--- config.mk ---
export PLATFORM = sky130hd
export DESIGN_NAME = gtrg_readout_seq
export DESIGN_NICKNAME = d
export VERILOG_FILES = /design/src/rtl/gtrg_readout_seq.sv
export SDC_FILE = /design/constraint.sdc
export NUM_CORES = 1
export LEC_CHECK = 0
export ABC_AREA = 1
export BUFFER_PORTS_ARGS = -buffer_cell sky130_fd_sc_hd__buf_4
export CORE_MARGIN = 5
export CORE_UTILIZATION = 31
export CTS_BUF_LIST = sky130_fd_sc_hd__clkbuf_16
export CTS_CLUSTER_DIAMETER = 150
export DETAILED_ROUTE_END_ITERATION = 10
export MAX_ROUTING_LAYER = met4
export PLACE_DENSITY = 0.47
export SYNTH_ARGS = -nofsm -noshare
export SYNTH_HDL_FRONTEND = slang
export SYNTH_SLANG_ARGS = --single-unit
--- constraint.sdc ---
create_clock -name CLK -period 2.2 [get_ports CLK]
set_clock_uncertainty 0.1 [all_clocks]
set_input_delay 0.55 -clock CLK [delete_from_list [all_inputs] [get_ports CLK]]
set_output_delay 0.55 -clock CLK [all_outputs]
set_load 0.01 [all_outputs]
--- src/rtl/gtrg_readout_seq.sv ---
// gtrg_readout_seq: pops the DAV/BX FIFO head, then emits the event header, requests each flagged source in turn and closes the event with a trailer.
module gtrg_readout_seq #(
    parameter int TMO_CYCLES = 1023,
    parameter int GAP_CYCLES = 2
) (
    input  logic        CLK,
    input  logic        RST,
    input  logic        EMPTY_B,
    input  logic [16:0] DAVSOUT,
    input  logic [11:0] BXCOUNTOUT,
    input  logic [3:0]  CFEBBX,
    output logic        POP,
    output logic [15:0] HDR_DATA,
    output logic        HDR_VALID,
    input  logic        HDR_READY,
    output logic [6:0]  SRC_REQ,
    input  logic [6:0]  SRC_DONE,
    output logic        BUSY,
    output logic [11:0] EVT_CNT,
    output logic [6:0]  TMO_ERR
);
    typedef enum logic [2:0] {IDLE, SETTLE, LATCH, HDR, SRC, TRL, GAP} state_t;
    state_t state, nxt;
    logic [16:0] dav;
    logic [11:0] bx;
    logic [3:0]  cbx;
    logic [1:0]  hidx;
    logic [2:0]  k;
    logic [9:0]  wcnt;
    logic [2:0]  gcnt;
    logic [6:0]  tmo;
    logic [6:0]  src_dav;
    logic        want, done, tmo_hit, src_leave;
    // source order: ALCT, TMB, CFEB1..5
    assign src_dav   = {dav[5:1], dav[0], dav[16]};
    assign want      = src_dav[k];
    assign done      = SRC_DONE[k];
    assign tmo_hit   = want && !done && wcnt == 10'(TMO_CYCLES - 1);
    assign src_leave = !want || done || tmo_hit;
    always_ff @(posedge CLK) begin
        state <= RST ? IDLE : nxt;
    end
    always_comb begin
        nxt = state;
        case (state)
            IDLE:    if (EMPTY_B) nxt = SETTLE;
            SETTLE:  nxt = LATCH;
            LATCH:   nxt = EMPTY_B ? HDR : IDLE;
            HDR:     if (HDR_READY && hidx == 2'd3) nxt = SRC;
            SRC:     if (src_leave && k == 3'd6) nxt = TRL;
            TRL:     if (HDR_READY) nxt = GAP;
            GAP:     if (gcnt == 3'(GAP_CYCLES - 1)) nxt = IDLE;
            default: nxt = IDLE;
        endcase
    end
    always_ff @(posedge CLK) begin
        if (RST) begin
            dav     <= '0;
            bx      <= '0;
            cbx     <= '0;
            hidx    <= '0;
            k       <= '0;
            wcnt    <= '0;
            gcnt    <= '0;
            tmo     <= '0;
            TMO_ERR <= '0;
            EVT_CNT <= '0;
        end else begin
            if (state == LATCH) {dav, bx, cbx, tmo} <= {DAVSOUT, BXCOUNTOUT, CFEBBX, 7'd0};
            hidx <= (state == HDR) ? hidx + 2'(HDR_READY) : 2'd0;
            k    <= (state == SRC) ? k + 3'(src_leave) : 3'd0;
            wcnt <= (state == SRC && !src_leave) ? wcnt + 10'd1 : 10'd0;
            gcnt <= (state == GAP) ? gcnt + 3'd1 : 3'd0;
            if (state == SRC && tmo_hit) begin
                tmo[k]     <= 1'b1;
                TMO_ERR[k] <= 1'b1;
            end
            if (state == TRL && HDR_READY) EVT_CNT <= EVT_CNT + 12'd1;
        end
    end
    always_comb begin
        POP       = state == LATCH && EMPTY_B;
        HDR_VALID = state == HDR || state == TRL;
        HDR_DATA  = state == TRL ? {4'hE, 5'b0, tmo} :
                    state != HDR ? 16'd0 :
                    hidx == 2'd0 ? {4'h9, bx} :
                    hidx == 2'd1 ? {4'hA, cbx, 1'b0, dav[16], dav[0], dav[5:1]} :
                    hidx == 2'd2 ? {4'hB, 2'b00, dav[10:6], dav[15:11]} :
                                   {4'hC, EVT_CNT};
        SRC_REQ   = (state == SRC && want) ? 7'b1 << k : 7'd0;
        BUSY      = state != IDLE;
    end
endmodule

==> reports/qor.yml <==
synthesis:
  synth_cell_types: 41
  synth_nets: 594
  yosys.area_share.simple: 0.2757
  syn_inst: 538
  synth-compound-area-share: 0.1765
  synth.top_cells.by_area: "dfxtp_1 41%, nor2_1 11%, o21ai_0 6.9%, nand2_1 6.6%, a21oi_1 5.2%"
  ys_seq_area_frac: 0.4137
  netlist.top_cell.by_area: "dfxtp_1"
  ys_ff_latch: 80
  synth-xor-area-share: 0.01131
  synthAdderAreaFrac: 0.03878
  synth_top_family_by_area: "simple AND/OR/NAND/NOR gates"
  mappedNetlistArea_mm2: 0.003871
  synth.top_cell.area_share: 0.4137
  yosys_warnings: 0
  synthMuxAreaShare: 0
  avgSynthCellArea_um2: 7.196
timing:
  rsz0062_at_grt: "yes"
  fin_ws_ns: -0.2033
  setup_tns_ns: -3.012
  fmax_mhz: 416.1
  maxSlewViolCount: 0
  period_needed_ns: 2.403
  final-setup-viol-count: 19
  worst-slew-pin-transition_ns: 0.4793
  period_share: 1.092
  hold_viol: 0
  slew_headroom: 0.6804
setup_path:
  rr_endpoint: "tmo[4]$_SDFF_PP0_"
  cp-startpoint: "hidx[0]$_SDFF_PP0_"
  cp.arrival_ns: 1.75
  crit_path_end_kind: "primary output"
  path_max_fanout: 5
  endpoint: "HDR_DATA[7]"
  max_stage_delay_ns: 0.38
  critical_path.cell_chain: "inv_4, ha_4, nor2_4, buf_6, inv_6, a21oi_2, o21ai_1, a21oi_1, buf_4"
  rrSetupSlack_ns: 0.08
  cp.required_ns: 1.55
  rr_startpoint: "k[0]$_SDFF_PP0_"
  rr_worst_depth: 15
  criticalPathCategory: "reg2out"
  start_kind: "flop"
  critPathSlowestCell: "dfxtp_4"
global_route:
  antenna_found_initial: 0
  grt_pass1_wl_um: 19870
  grt_max_degree: 49
  grt_pass1_vias: 3913
  grt-ovfl-total: 0
  grt_usage: 0.1742
finish:
  layout-drive-gt1-share: 0.3578
  nNetsFinal: 719
  n_antenna_cell: 0
  fin_area_mm2: 0.005715
  syn_to_final_growth_pct: 47.64
  fin_cells: 836
placed_design:
  place_inst: 802
  placed_cell_area_mm2: 0.004866
  gp_congestion: 0.8048
  dp.final_hpwl_um: 8885
  portBuffers: 88
  post-place-ws_ns: -0.08235
drt:
  ant_nets: 0
  wire_per_inst_um: 14.75
  drc: 0
  drtPass1Iterations: 4
  vias_per_cell: 4.682
  drtIter0Drc: 184
  wl_um: 12330
  vias: 3914
pwr:
  power_leakage_nw: 2.506
  powerDensity_mw_per_mm2: 838.8
  vdd_drop_max_v: 0.0004722
  total_power_w: 0.004794
clock_tree:
  clock_latency_ns: 0.34
  cts_buffers: 9
  htreeDepth: 3
  cts_max_path_buffers: 2
  cts_root_buf: "clkbuf_16"
  clock-sinks: 80
  path_clk_slew_ns: 0.07
  cts_tree: "done"
outcome:
  violations: "setup timing"
  status: "finished with violations"
die:
  die_y_um: 121.8
  dieArea_mm2: 0.01482
  coreArea_mm2: 0.01211
  ioPinCount: 89
  start_util: 0.3196
  num_rows: 40
  chipWidth_um: 121.8
flow_run:
  cap_violations: 0
worst_hold_path:
  hold_class: "in2reg"
  hold_depth: 3
==> registers in the layout, indices dropped and copies added (netlist names), 4 cells and up <==
name / count
EVT_CNT: 12
TMO_ERR: 7
bx: 12
cbx: 4
dav: 17
tmo: 7
wcnt: 10
==> layer usage <==
metal  part of all wire  up-vias  global-route usage
li1                   -     2011                   -
met1               0.46     1802              0.2125
met2               0.48       88              0.2928
met3              0.049       13             0.04364
met4              0.011        0             0.03641
met5                  0        -                   -
==> placed cells by master (no fill, tap or decap), drive strengths merged <==
master    count
bufinv        1
nand3        25
xor2          2
a211oi        1
o21ai        57
o221ai        2
dfxtp        80
nor3          8
a31oi         1
a32o          7
nor2        124
o21a          2
and3          1
ha           12
a21boi        1
nor4          1
nand4         5
or2           2
a21oi        40
clkinv        4
a22oi         8
clkinvlp      3
nand2        71
nor3b         4
buf         136
o22ai         1
xnor2         3
inv          57
clkbuf        9
==> stage by stage <==
step                utilization  hold WS [ns]
floorplan                     -        0.3215
global placement         0.4018        0.3359
detailed placement       0.4018        0.3532
CTS                      0.4562        0.3216
global route             0.4719        0.3239
finish                   0.4719        0.3300
==> worst min path at each step <==
stage | end | slack (ns) | startpoint
after floorplan | gcnt[0]$_SDFF_PP0_ | 0.32 | gcnt[0]$_SDFF_PP0_
after global placement | gcnt[0]$_SDFF_PP0_ | 0.34 | gcnt[0]$_SDFF_PP0_
after detailed placement | dav[7]$_SDFFE_PP0P_ | 0.35 | dav[7]$_SDFFE_PP0P_
after CTS | cbx[0]$_SDFFE_PP0P_ | 0.32 | CFEBBX[0]
after global routing | cbx[0]$_SDFFE_PP0P_ | 0.32 | CFEBBX[0]
final | bx[8]$_SDFFE_PP0P_ | 0.33 | BXCOUNTOUT[8]
==> where the power goes <==
group | switching, W | total, W | internal, W | leakage [nW]
Clock | 0.000644 | 0.00153 | 0.000889 | 0.139
Sequential | 0.000184 | 0.00186 | 0.00167 | 0.653
Combinational | 0.000849 | 0.00140 | 0.000555 | 1.72
==> worst max-delay path: cells and delay by family (launching register included) <==
kind	cells	cell delay, ns
flops	1	0.38
buf+inv	4	0.38
compound gates	3	0.35
fa+ha+maj	1	0.18
simple gates	1	0.12
==> cell usage after synthesis, drive strengths merged <==
cell    count
a22oi       8
xnor2       3
ha         12
nand2      71
inv        55
o22ai       1
nor2      124
xor2        2
o21ai      57
a211oi      1
nor3        8
nor3b       4
nor4        1
a31oi       1
buf         7
clkbuf     15
nand4       5
dfxtp      80
o21a        2
and3        1
nand3      25
clkinv      3
a32o        7
a21oi      40
a21boi      1
or2         2
o221ai      2
==> logic make-up after synthesis <==
group	after synthesis
buffers and inverters	80
AND/OR/NAND/NOR	241
XOR/XNOR	5
adder cells (fa/ha/maj)	12
flip-flops	80
AO/OA/AOI/OAI	120
==> repair_timing <==
item,in CTS,in global routing
gates cloned,1,0
pin swaps,12,19
resized for setup,81,48
setup buffers,15,5
setup endpoints to repair,22,28
hold buffers,0,0
==> final cells by class <==
cell class	instances	area, um^2
Inverter	58	240.2
Clock inverter	7	78.83
Sequential cell	80	1617
Clock buffer	9	225.2
Multi-Input combinational cell	378	2211
Timing Repair Buffer	136	1134
Fill cell	1242	6396
Tap cell	168	210.2
Power figures use the tool's default switching activity.
